[src/rtl/dht11_reader.sv]
// dht11_reader: single-wire protocol controller for the DHT11 sensor.
// Issues the host start pulse, times the sensor's response and 40 data bits,
// verifies the frame and presents humidity/temperature bytes with a
// done/error strobe. Feeds the tristate pad stage (o_Dir/o_Send, i_Read).
//
// Optional feature macro: DHT11_CHECKSUM_EN
//   defined   - the fifth byte is compared against the 8-bit sum of the
//               four data bytes; a mismatch ends the transaction in error.
//   undefined - the checksum byte is shifted in but ignored; errors come
//               from timeouts only.
module dht11_reader #(
   parameter int START_LOW_CYC  = 900000,
   parameter int BIT_THRESH_CYC = 2500,
   parameter int TIMEOUT_CYC    = 5000,
   parameter int CNT_W          = 20
) (
   input  logic       i_Clk,
   input  logic       i_Rst_n,
   input  logic       i_Start,
   input  logic       i_Read,
   output logic       o_Dir,
   output logic       o_Send,
   output logic       o_Busy,
   output logic       o_Done,
   output logic       o_Error,
   output logic [7:0] o_Humid_Int,
   output logic [7:0] o_Humid_Dec,
   output logic [7:0] o_Temp_Int,
   output logic [7:0] o_Temp_Dec
);

   typedef enum logic [3:0] {
      S_IDLE,
      S_START_LOW,
      S_WAIT_RESP,
      S_RESP_LOW,
      S_RESP_HIGH,
      S_BIT_LOW,
      S_BIT_HIGH,
      S_CHECK,
      S_DONE,
      S_FAIL
   } t_state;

   // Last count value of the host start pulse (counter starts at 0 on entry).
   localparam logic [CNT_W-1:0] C_START_END = CNT_W'(START_LOW_CYC - 1);
   localparam logic [CNT_W-1:0] C_THRESH    = CNT_W'(BIT_THRESH_CYC);
   localparam logic [CNT_W-1:0] C_TIMEOUT   = CNT_W'(TIMEOUT_CYC);
   localparam logic [5:0]       C_LAST_BIT  = 6'd39;

   t_state           r_State;
   t_state           w_State_Next;
   logic [CNT_W-1:0] r_Cnt;
   logic [1:0]       r_Sync;
   logic             r_Line_d;
   logic             w_Rise;
   logic             w_Fall;
   logic             w_Timeout;
   logic             w_Bit_Val;
   logic             w_Sum_Ok;
   logic             w_Accept;
   logic [39:0]      r_Shift;
   logic [5:0]       r_Bit_Idx;
   logic             r_Dir;
   logic             r_Busy;
   logic             r_Done;
   logic             r_Error;
   logic [7:0]       r_Humid_Int;
   logic [7:0]       r_Humid_Dec;
   logic [7:0]       r_Temp_Int;
   logic [7:0]       r_Temp_Dec;

   // Two-flop synchronizer plus one delayed copy for edge detection.
   // Idle line level is high (pull-up), so the flops reset to 1.
   always_ff @(posedge i_Clk or negedge i_Rst_n) begin
      if (!i_Rst_n) begin
         r_Sync   <= 2'b11;
         r_Line_d <= 1'b1;
      end else begin
         r_Sync   <= {r_Sync[0], i_Read};
         r_Line_d <= r_Sync[1];
      end
   end

   assign w_Rise    = r_Sync[1] & ~r_Line_d;
   assign w_Fall    = ~r_Sync[1] & r_Line_d;
   assign w_Timeout = (r_Cnt >= C_TIMEOUT);
   assign w_Accept  = (r_State == S_IDLE) && i_Start;

   // The counter is cleared in the cycle after the rising edge is seen, so at
   // the falling edge it holds (high length - 1). Comparing with >= therefore
   // makes a high phase of exactly BIT_THRESH_CYC cycles a 0, one more a 1.
   assign w_Bit_Val = (r_Cnt >= C_THRESH);

`ifdef DHT11_CHECKSUM_EN
   logic [7:0] w_Sum;
   assign w_Sum    = r_Shift[39:32] + r_Shift[31:24] + r_Shift[23:16] + r_Shift[15:8];
   assign w_Sum_Ok = (w_Sum == r_Shift[7:0]);
`else
   assign w_Sum_Ok = 1'b1;
`endif

   // State register; reset returns to IDLE at once, releasing the line.
   always_ff @(posedge i_Clk or negedge i_Rst_n) begin
      if (!i_Rst_n) begin
         r_State <= S_IDLE;
      end else begin
         r_State <= w_State_Next;
      end
   end

   // Next-state logic: edge-driven protocol walk with per-phase timeout.
   always_comb begin
      w_State_Next = r_State;
      case (r_State)
         S_IDLE: begin
            if (i_Start) w_State_Next = S_START_LOW;
         end
         S_START_LOW: begin
            if (r_Cnt >= C_START_END) w_State_Next = S_WAIT_RESP;
         end
         S_WAIT_RESP: begin
            if (w_Fall)         w_State_Next = S_RESP_LOW;
            else if (w_Timeout) w_State_Next = S_FAIL;
         end
         S_RESP_LOW: begin
            if (w_Rise)         w_State_Next = S_RESP_HIGH;
            else if (w_Timeout) w_State_Next = S_FAIL;
         end
         S_RESP_HIGH: begin
            if (w_Fall)         w_State_Next = S_BIT_LOW;
            else if (w_Timeout) w_State_Next = S_FAIL;
         end
         S_BIT_LOW: begin
            if (w_Rise)         w_State_Next = S_BIT_HIGH;
            else if (w_Timeout) w_State_Next = S_FAIL;
         end
         S_BIT_HIGH: begin
            if (w_Fall)         w_State_Next = (r_Bit_Idx == C_LAST_BIT) ? S_CHECK : S_BIT_LOW;
            else if (w_Timeout) w_State_Next = S_FAIL;
         end
         S_CHECK: begin
            w_State_Next = w_Sum_Ok ? S_DONE : S_FAIL;
         end
         S_DONE:  w_State_Next = S_IDLE;
         S_FAIL:  w_State_Next = S_IDLE;
         default: w_State_Next = S_IDLE;
      endcase
   end

   // Phase counter: restarts on every state change, saturates at all-ones.
   always_ff @(posedge i_Clk or negedge i_Rst_n) begin
      if (!i_Rst_n) begin
         r_Cnt <= '0;
      end else if (w_State_Next != r_State) begin
         r_Cnt <= '0;
      end else if (r_Cnt != '1) begin
         r_Cnt <= r_Cnt + CNT_W'(1);
      end
   end

   // Frame capture: MSB-first shift on each falling edge that ends a bit.
   always_ff @(posedge i_Clk or negedge i_Rst_n) begin
      if (!i_Rst_n) begin
         r_Shift   <= '0;
         r_Bit_Idx <= '0;
      end else if (w_Accept) begin
         r_Bit_Idx <= '0;
      end else if ((r_State == S_BIT_HIGH) && w_Fall) begin
         r_Shift   <= {r_Shift[38:0], w_Bit_Val};
         r_Bit_Idx <= r_Bit_Idx + 6'd1;
      end
   end

   // Registered control outputs, decoded from the next state so they line up
   // with the state they describe and never glitch toward the pad.
   always_ff @(posedge i_Clk or negedge i_Rst_n) begin
      if (!i_Rst_n) begin
         r_Dir  <= 1'b0;
         r_Busy <= 1'b0;
         r_Done <= 1'b0;
      end else begin
         r_Dir  <= (w_State_Next == S_START_LOW);
         r_Busy <= (w_State_Next inside {S_START_LOW, S_WAIT_RESP, S_RESP_LOW,
                                         S_RESP_HIGH, S_BIT_LOW, S_BIT_HIGH, S_CHECK});
         r_Done <= (w_State_Next inside {S_DONE, S_FAIL});
      end
   end

   // Error flag: cleared by an accepted start, set on entry to FAIL, sticky.
   always_ff @(posedge i_Clk or negedge i_Rst_n) begin
      if (!i_Rst_n) begin
         r_Error <= 1'b0;
      end else if (w_Accept) begin
         r_Error <= 1'b0;
      end else if ((w_State_Next == S_FAIL) && (r_State != S_FAIL)) begin
         r_Error <= 1'b1;
      end
   end

   // Data bytes update only on a verified frame; failures leave them as-is.
   always_ff @(posedge i_Clk or negedge i_Rst_n) begin
      if (!i_Rst_n) begin
         r_Humid_Int <= '0;
         r_Humid_Dec <= '0;
         r_Temp_Int  <= '0;
         r_Temp_Dec  <= '0;
      end else if ((r_State == S_CHECK) && (w_State_Next == S_DONE)) begin
         r_Humid_Int <= r_Shift[39:32];
         r_Humid_Dec <= r_Shift[31:24];
         r_Temp_Int  <= r_Shift[23:16];
         r_Temp_Dec  <= r_Shift[15:8];
      end
   end

   // The controller only ever pulls low or releases; it never drives high.
   assign o_Send      = 1'b0;
   assign o_Dir       = r_Dir;
   assign o_Busy      = r_Busy;
   assign o_Done      = r_Done;
   assign o_Error     = r_Error;
   assign o_Humid_Int = r_Humid_Int;
   assign o_Humid_Dec = r_Humid_Dec;
   assign o_Temp_Int  = r_Temp_Int;
   assign o_Temp_Dec  = r_Temp_Dec;

endmodule

[config.mk]
export PLATFORM = sky130hd
export DESIGN_NAME = dht11_reader
export DESIGN_NICKNAME = d
export VERILOG_FILES = /design/src/rtl/dht11_reader.sv
export SDC_FILE = /design/constraint.sdc
export NUM_CORES = 1
export LEC_CHECK = 0
export CORE_ASPECT_RATIO = 0.75
export CORE_UTILIZATION = 45
export CTS_CLUSTER_DIAMETER = 30
export DETAILED_ROUTE_END_ITERATION = 12
export SYNTH_ARGS = -nofsm -noshare
export SYNTH_HDL_FRONTEND = slang
export SYNTH_SLANG_ARGS = --single-unit
[constraint.sdc]
create_clock -name i_Clk -period 5.4 [get_ports i_Clk]
set_clock_uncertainty 0.15 [all_clocks]
set_input_delay 1.08 -clock i_Clk [delete_from_list [all_inputs] [get_ports i_Clk]]
set_output_delay 1.08 -clock i_Clk [all_outputs]
set_load 0.01 [all_outputs]
==> impl_results.md <==
* Post-CTS Resized at 0
* Post-synthesis instance total at 375
* Die Outline Area at 11000 µm²
* Total Neg Setup Slack at 0 ns
* Final routed wire length divided by cell count at 14.7 µm
* Avg Cell Area, Syn at about 13 µm²
* Flop-to-flop setup slack at 2.79 ns
* Deepest level of the CTS H-tree at 3
* Worst endpoint required time at 5.47 ns
* Slew Limit Fails at 0
* Maximum number of pins on one net before global-route repair at 73
* Leading cell types in the layout, fill and taps excluded: sky130_fd_sc_hd__dfrtp_1 (106), sky130_fd_sc_hd__mux2_2 (72), sky130_fd_sc_hd__clkdlybuf4s50_1 (38)
* Initial antenna violation count at 0
* Number of failing setup endpoints in the final timing report at 0
* Tightest Pin Transition at approximately 1.0 ns
* Initial detailed-routing violation count at between 200 and 250
* Initial DRT Pass Iterations at 4
* Cells along the critical path: clkdlybuf4s50_1 > nand2_1 > nor3_1 > nor2_1 > mux2_2
* Height of the die at 91.1 µm
* Capture point of the worst reg-to-reg path: r_Cnt[0]$_DFFE_PN0P_
* Number of hold-slack violations in the final timing report at 0
* Vias per std cell at ~5.2
* Sum of internal, switching and leakage power at approximately 1700 µW
* P&R area growth vs syn at 16.2%
* Number of nets produced by synthesis at 382
* Via count of the routed design at 2872
* NumNets Final at 414
* Power per cell area at around 300 nW/µm²
* Ant diodes at 0
* Maximum buffer depth of the clock tree at 2
* Period minus WS final at 2.64 ns
* Setup bufs post-CTS at 0
* Weighted congestion at the end of routability-driven global placement at 0.812
* Horizontal extent of the die at ~120 µm
* Number of global-route vias before repair at between 2000 and 3000
* Reg clk slew, reported paths at about 0.070 ns
* Highest net fanout along the worst path at 8
* Post-detailed-route DRC marker count at 0
* Number of I/O pins at between 40 and 50
* Synth Warn # at 0
* Post-route antenna net violation count at 0
* Final-layout worst hold slack at 0.206 ns
* HP Class: register to register
* CP Launch Point: i_Start
* TritonCTS Buffers at 9
* Sequential fraction of the synthesis area at 57.4%
* TritonCTS clock tree: done
* Final worst path period share at around half
* Root buf cell: sky130_fd_sc_hd__clkbuf_16
* Achievable frequency at 378 MHz
* Port bufs at 39
* First-pass GRT wire length at 14000 µm
* Number of maximum-capacitance violations at 0
* Category of the critical setup timing path: input port to register
* Count of state elements after synthesis at between 100 and 150
* Maximum resistive drop on vdd at roughly 0.15 mV
* Unique masters post-synth at 48
* Fraction of final layout cells sized beyond drive strength 1 at between 20% and 30%
* Proportion of register bits with asynchronous set or reset after synthesis at 100%
* CP Data Arrival Time at 2.72 ns
* Worst slew margin relative to its limit at 32.8%
* Final Util at 53.7%
* Mapped cell area at 4760 µm²
* Number of cells on the worst reg-to-reg path at 7
* Most common cell after layout, fill and taps aside: sky130_fd_sc_hd__dfrtp_1
* Final HPWL from detailed placement at 5280 µm
* Worst hold stages at 0
* Overflow left after global routing at 0
* Final routed wirelength across all metal layers at 8050 µm
* Element type at the critical path end: register
* Skew-Pair Late Insertion Delay at 0.34 ns
* Endpoint of the worst setup timing path: r_Bit_Idx[0]$_DFFE_PN0P_
* Number of hold-repair buffers added at the cts stage at 0
* Placeable Area at ~10000 µm²
* Placement Rows at 32
* Slowest cell on the critical path: sky130_fd_sc_hd__nor3_1
* Static leakage power at about 0.0027 µW
* Flip-flop cell with the highest count after synthesis: sky130_fd_sc_hd__dfrtp_1
* Worst path max stage delay at 0.60 ns
* Number of flops mapped to enable cells by yosys at 0
* Unrepaired setup endpoints after global routing: false
* Result of the run: complete, no violations
* Beginning of the worst register-to-register path: r_Cnt[0]$_DFFE_PN0P_
* Gr usage total at roughly 16%
* Starting density of the core at 46.3%
* Startpoint Class: input port
* Clk sinks at between 100 and 150
==> synthesized netlist by cell type (2+ instances only) <==
cell	n	area, µm²
sky130_fd_sc_hd__dfstp_2	3	78.8
sky130_fd_sc_hd__nor2b_1	4	25.0
sky130_fd_sc_hd__o211a_1	2	20.0
sky130_fd_sc_hd__dfrtp_1	106	2650
sky130_fd_sc_hd__and4_1	3	26.3
sky130_fd_sc_hd__nand3_1	10	50.1
sky130_fd_sc_hd__mux2i_1	2	20.0
sky130_fd_sc_hd__buf_6	2	22.5
sky130_fd_sc_hd__a31oi_1	2	12.5
sky130_fd_sc_hd__xnor2_1	4	35.0
sky130_fd_sc_hd__buf_2	10	50.1
sky130_fd_sc_hd__a211o_1	2	17.5
sky130_fd_sc_hd__a21oi_1	6	30.0
sky130_fd_sc_hd__xor2_1	17	149
sky130_fd_sc_hd__nand2_1	23	86.3
sky130_fd_sc_hd__buf_4	5	37.5
sky130_fd_sc_hd__inv_1	6	22.5
sky130_fd_sc_hd__nor2_1	32	120
sky130_fd_sc_hd__clkbuf_2	2	10.0
sky130_fd_sc_hd__o22ai_1	2	12.5
sky130_fd_sc_hd__nor4_1	4	25.0
sky130_fd_sc_hd__ha_1	3	37.5
sky130_fd_sc_hd__nand3b_1	2	15.0
sky130_fd_sc_hd__nor3_1	4	20.0
sky130_fd_sc_hd__o21ai_0	8	40.0
sky130_fd_sc_hd__nand4_1	12	75.1
sky130_fd_sc_hd__and3_1	7	43.8
sky130_fd_sc_hd__mux2_2	72	811
==> worst min-delay path by stage <==
stage,end,slack (ns),from
after floorplan,r_Sync[1]$_DFF_PN1_,0.20,r_Sync[0]$_DFF_PN1_
after global placement,r_Sync[1]$_DFF_PN1_,0.20,r_Sync[0]$_DFF_PN1_
after detailed placement,r_Sync[1]$_DFF_PN1_,0.20,r_Sync[0]$_DFF_PN1_
after CTS,r_Sync[1]$_DFF_PN1_,0.21,r_Sync[0]$_DFF_PN1_
after global routing,r_Sync[1]$_DFF_PN1_,0.21,r_Sync[0]$_DFF_PN1_
final,r_Sync[1]$_DFF_PN1_,0.21,r_Sync[0]$_DFF_PN1_
==> flip-flops by register name, indices dropped and copies added, names as in the netlist, 2 cells and up <==
signal       cells
o_Humid_Dec      8
o_Humid_Int      8
o_Temp_Dec       8
o_Temp_Int       8
r_Bit_Idx        6
r_Cnt           20
r_Shift         40
r_State          4
r_Sync           2
==> where the power goes <==
part	switching (µW)	total (µW)	leakage, µW	internal [µW]
Sequential	28.1	865	0.00149	837
Clock	293	684	0.000154	391
Combinational	63.8	101	0.00103	37.1
Total	385	1650	0.00267	1260
==> routing by layer <==
layer,global-route usage [%],part of all wire [%]
met1,23.6,51
met2,23.8,44
met3,4.15,3.4
met4,4.73,0.96
met5,0,0
==> cell type report <==
type	count	area, µm²
Clock inverter	5	66.3
Inverter	6	22.5
Tap cell	136	170
Timing Repair Buffer	41	403
Multi-Input combinational cell	240	1880
Sequential cell	109	2730
Fill cell	864	4760
Clock buffer	11	253
==> critical path, delay by kind of cell <==
kind / cells / cell delay, ns
AND/OR/NAND/NOR: 3 / 0.84
buffers and inverters: 1 / 0.49
multiplexers: 1 / 0.31
==> cells by family after synthesis <==
| kind of cell | Yosys count | share of synthesized area, % |
|---|---|---|
| multiplexers | 74 | 17.5 |
| adder cells (fa/ha/maj) | 3 | 0.789 |
| AND/OR/NAND/NOR | 107 | 11.9 |
| AO/OA/AOI/OAI | 34 | 5.49 |
| other | 1 | 0.0788 |
| XOR/XNOR | 21 | 3.86 |
| buffers and inverters | 26 | 3.08 |
| flip-flops | 109 | 57.4 |
==> stage by stage <==
stage / setup WS (ns) / cell area [µm²] / cells
after floorplan: 3.11 / 4760 / 375
after global placement: 2.45 / 5210 / 532
after detailed placement: 2.39 / 5210 / 532
after CTS: 2.76 / 5530 / 548
after global routing: 2.62 / 5530 / 548
final: 2.76 / 5530 / 548
No activity file was read; power rests on OpenSTA's default activity.
==> edit 1: new RTL, same flow settings <==
Build with the macro `DHT11_CHECKSUM_EN` defined.
--- a/src/rtl/dht11_reader.sv
+++ b/src/rtl/dht11_reader.sv
@@ -10,2 +10,4 @@
 //               from timeouts only.
+`define DHT11_CHECKSUM_EN
+
 module dht11_reader #(
Behaviour: same outputs for any inputs over 10 cycles, from zero or initial values and one cycle with i_Rst_n low; that may be too few to reach the edited logic, so the function may still have changed.
==> edit 1 against the unedited design <==
Wire length up 39%. Sequential cell count unchanged. Utilization down 0.14 points. Die area up 15%. Cell area up 14%. Worst setup slack worse by 1.6 ns. Area after synthesis up 15%. Largest cell class unchanged.
Power is not compared: it rests on default switching activity, and its combinational part moved more than twofold at a synthesized area within 25%.
==> edit 1: results (changes against the unedited design) <==
Status = complete, no violations (unchanged)
Syn Nets = 549 (was 382)
First-pass GRT wire length = 19000 um (was 14000 um)
Share of layout cells above drive strength 1 = 0.108 (was 0.252)
M2 GR Usage = 0.256 (was 0.238)
GR Util met3 = 0.0396 (was 0.0415)
Via Count = 3747 (was 2872)
Worst R2R Path Depth = 12 (was 7)
DRT Wirelength = 11200 um (was 8050 um)
Post-synth cell types = 59 (was 48)
Post-Synth XOR/XNOR Area = 0.0606 (was 0.0386)
Detail Route met3 WL = 354 um (was 277 um)
GPL Wtd Cong = 0.869 (was 0.812)
Placed cell count = 703 (was 532)
Met1 GRT Util = 0.317 (was 0.236)
Multiplexer share of the synthesized area = 0.0693 (was 0.175)
Top-count cell post-synth = nand2_1 (was dfrtp_1)
CP top delay family = adder cells (was simple AND/OR/NAND/NOR gates)
Top cells by count, synth = nand2_1, dfrtp_1, mux2_2, nor3_1, xor2_1 (was dfrtp_1, mux2_2, nor2_1, nand2_1, xor2_1)
Critical R2R Launch = r_Shift[9] (was r_Cnt[0])
Area share of fa/ha/maj cells after synthesis = 0.0757 (was 0.00789)
RR Endpoint = o_Humid_Dec[3] (was r_Cnt[0])
Post-DP HPWL = 7760 um (was 5280 um)
DR WL met2 = 4580 um (was 3570 um)
Slowest cell delay on critical path = 0.56 ns (was 0.60 ns)
Register area share after synthesis = 0.498 (was 0.574)
GRT Util Overall = 0.195 (was 0.162)
Worst hold slack = 0.207 ns (was 0.206 ns)
Worst Path Arrival = 4.36 ns (was 2.72 ns)
Placed instance area = 0.00597 mm^2 (was 0.00521 mm^2)
Post-Syn Area per Cell = 10.5 um^2 (was 12.7 um^2)
Worst Path Max Fanout = 32 (was 8)
Startpoint types = flip-flop (was input pin)
R2R Setup Slk = 1.12 ns (was 2.79 ns)
Slowest cell on the critical path = fa_1 (was nor3_1)
Largest net degree at the start of global routing = 71 (was 73)
-- edit 1: changes by cell type in the layout (fill, tap and decap cells not counted), moves of 5 or more --
cell / before / now
nor2_1: 32 / 17
mux2_2: 72 / 25
nand3_1: 10 / 17
nand2_1: 23 / 117
nor3_1: 4 / 24
mux2_1: 0 / 7
xor2_1: 17 / 22
ha_1: 3 / 10
fa_1: 0 / 14
inv_1: 6 / 20
o21ai_0: 8 / 17
xnor2_1: 4 / 16
-- edit 1: layout make-up --
type,instances,area share
clock buffer,11,0.0402
inverter,20,0.0119
sequential,109,0.434
tap,162,0.0322
timing repair buffer,44,0.0676
clock inverter,5,0.0105
multi-input combinational,368,0.403
-- edit 1: logic make-up (layout without fill, tap and decap cells) --
| logic type | Yosys count | count (layout) |
|---|---|---|
| simple gates | 215 | 215 |
| flops | 109 | 109 |
| compound gates | 55 | 55 |
| buf+inv | 44 | 80 |
| xor+xnor | 38 | 38 |
| mux | 34 | 34 |
| fa+ha+maj | 25 | 25 |
| other cells | 1 | 1 |
==> edit 2: new RTL, same settings <==
Without the edit above. The output `o_Done` loses its register stage (`r_Done` becomes a continuous assignment).
--- a/src/rtl/dht11_reader.sv
+++ b/src/rtl/dht11_reader.sv
@@ -180,3 +180,2 @@
          r_Busy <= 1'b0;
-         r_Done <= 1'b0;
       end else begin
@@ -185,5 +184,6 @@
                                          S_RESP_HIGH, S_BIT_LOW, S_BIT_HIGH, S_CHECK});
-         r_Done <= (w_State_Next inside {S_DONE, S_FAIL});
-      end
-   end
+      end
+   end
+
+   assign r_Done = (w_State_Next inside {S_DONE, S_FAIL});
 
Function: same outputs for any inputs over 10 cycles, from zero or initial values and one cycle with i_Rst_n low; that may be too few to reach the edited logic, so the function may still have changed.
==> edit 2 against the unedited design <==
Power down 3.9%. Sequential cell count shrank 1. Synthesized cell count decreased by 0.27%. Worst setup slack worse by 0.96 ns. Area after synthesis shrank 0.53%. Hold slack improved by 0.00065 ns. Sequential share of layout area about the same. Wire length about the same. Cell area down 0.86%. Largest cell class unchanged.
==> edit 2: results (changes against the unedited design) <==
TritonCTS buffer count = 9 (unchanged)
Slowest cell delay on critical path = 0.50 ns (was 0.60 ns)
PostCTS Resize Cnt = 0 (unchanged)
Core area = 0.0102 mm^2 (was 0.0103 mm^2)
Top cells by count, synth = dfrtp_1, mux2_2, nor2_1, nand2_1, xor2_1 (unchanged)
Placed cell count = 532 (unchanged)
Biggest regs = r_Shift (40), r_Cnt (20) (unchanged)
1st-iter DRT viols = 250 (was 214)
Fraction of registers with async set/reset = 1.00 (unchanged)
Fillers = 866 (was 864)
N_diodes = 0 (unchanged)
Nets@finish = 414 (unchanged)
# H-tree levels = 3 (unchanged)
Via Count = 2893 (was 2872)
GRT Util Overall = 0.163 (was 0.162)
Die extent in x = 120 um (was 121 um)
Worst Path Max Fanout = 7 (was 8)
GPL Wtd Cong = 0.874 (was 0.812)
Worst Tran Pin Value = 1.02 ns (was 1.01 ns)
First-pass DRT Iterations = 4 (unchanged)
Worst VDD drop = 0.187 mV (was 0.152 mV)
Initial antenna violation count = 0 (unchanged)
Slowest cell on the critical path = clkdlybuf4s50_1 (was nor3_1)
Synth area leaders = dfrtp_1, mux2_2, xor2_1, nor2_1, nand2_1 (unchanged)
TNS Setup = 0 ns (unchanged)
Yosys warns = 0 (unchanged)
CTS clk-pin slew, worst paths = 0.08 ns
Share of layout cells above drive strength 1 = 0.255 (was 0.252)
Clk root buf = clkbuf_16 (unchanged)
Net switching fraction of the power = 0.251 (was 0.233)
Post-synth cell types = 48 (unchanged)
Post-synth top flop = dfrtp_1 (unchanged)
Worst min path class = reg -> reg (unchanged)
Routed WL per cell = 14.7 um (about the same)
Syn Nets = 381 (was 382)
Leak = 2.65 nW (was 2.67 nW)
Worst Path Arrival = 2.37 ns (was 2.72 ns)
Syn Inst Count = 374 (was 375)
Largest net degree at the start of global routing = 79 (was 73)
Status = complete, no violations (unchanged)
Vias in the first global route = 2782 (was 2820)
Setup repair bufs after CTS = 0 (unchanged)
Post-DP HPWL = 5260 um (was 5280 um)
Port Buffers = 39 (unchanged)
CTS max path bufs = 2 (unchanged)
CP top delay family = simple AND/OR/NAND/NOR gates (unchanged)
Clock Latency Late Sink = 0.35 ns
Register area share after synthesis = 0.572 (was 0.574)
Post-Layout Cell Count = 548 (unchanged)
First-pass GRT wire length = 13800 um (was 14000 um)
Pre-CTS setup slack = 2.22 ns (was 2.39 ns)
edit 2: changes by cell type after synthesis:
cell | before | now
dfrtp_1 | 106 | 105
edit 2: path summary, 6_finish.rpt:
| path | from | end | slack, ns | cells past startpoint |
|---|---|---|---|---|
| min in group asynchronous | i_Rst_n | r_State[2] | 0.73 | 1 |
| min | r_Sync[0] | r_Sync[1] | 0.21 | 0 |
| max in group asynchronous | i_Rst_n | o_Humid_Dec[2] | 3.43 | 2 |
| max | r_Cnt[17] | o_Done | 1.80 | 6 |
| min reg2reg | r_Sync[0] | r_Sync[1] | 0.21 | 0 |
| max reg2reg | r_Cnt[0] | r_Cnt[0] | 2.78 | 7 |
edit 2: final cells by class:
class                           instances  area share
Inverter                                6     0.00411
Clock buffer                            9      0.0411
Tap cell                              136      0.0310
Clock inverter                          7      0.0116
Multi-Input combinational cell        240       0.344
Sequential cell                       108       0.494
Timing Repair Buffer                   42      0.0749
edit 2: metrics by stage:
step / utilization / power [mW] / hold WS (ns) / instance area (um^2)
after CTS: 0.535 / 1.61 / 0.208 / 5480
after detailed placement: 0.507 / 0.977 / 0.197 / 5190
after floorplan: - / 0.941 / 0.195 / 4730
after global routing: 0.535 / 1.66 / 0.213 / 5480
after global placement: 0.507 / 0.972 / 0.196 / 5190
final: 0.535 / 1.59 / 0.207 / 5480
edit 2: layer usage:
metal / up-vias / routed length, um / GRT usage
met5: - / 0 / 0
met4: 0 / 132 / 0.0525
met3: 10 / 395 / 0.0499
met2: 62 / 3530 / 0.233
met1: 1444 / 4000 / 0.236
li1: 1377 / - / -
edit 2: worst reg2reg max path: stages (launching register included):
cell	delay [ns]
dfrtp_1	0.41
ha_1	0.22
nand2_1	0.17
o21ai_0	0.19
nand3_1	0.16
and3b_4	0.24
o311ai_4	0.81
nor2_1	0.14
edit 2: cell families (layout without fill, tap and decap cells):
| group | after synthesis | in the layout | share of synthesized area |
|---|---|---|---|
| AO/OA/AOI/OAI | 34 | 34 | 0.0552 |
| XOR/XNOR | 21 | 21 | 0.0388 |
| adder cells (fa/ha/maj) | 3 | 3 | 0.00793 |
| buffers and inverters | 26 | 64 | 0.0309 |
| flip-flops | 108 | 108 | 0.572 |
| multiplexers | 74 | 74 | 0.175 |
| other | 1 | 1 | 0.000792 |
| AND/OR/NAND/NOR | 107 | 107 | 0.119 |
edit 2: power groups by stage:
stage | registers [mW] | logic [mW] | clock network, mW
after floorplan | 0.858 | 0.0821 | 0
after global placement | 0.872 | 0.100 | 0
after detailed placement | 0.874 | 0.102 | 0
after CTS | 0.858 | 0.103 | 0.647
after global routing | 0.862 | 0.117 | 0.677
final | 0.858 | 0.101 | 0.627
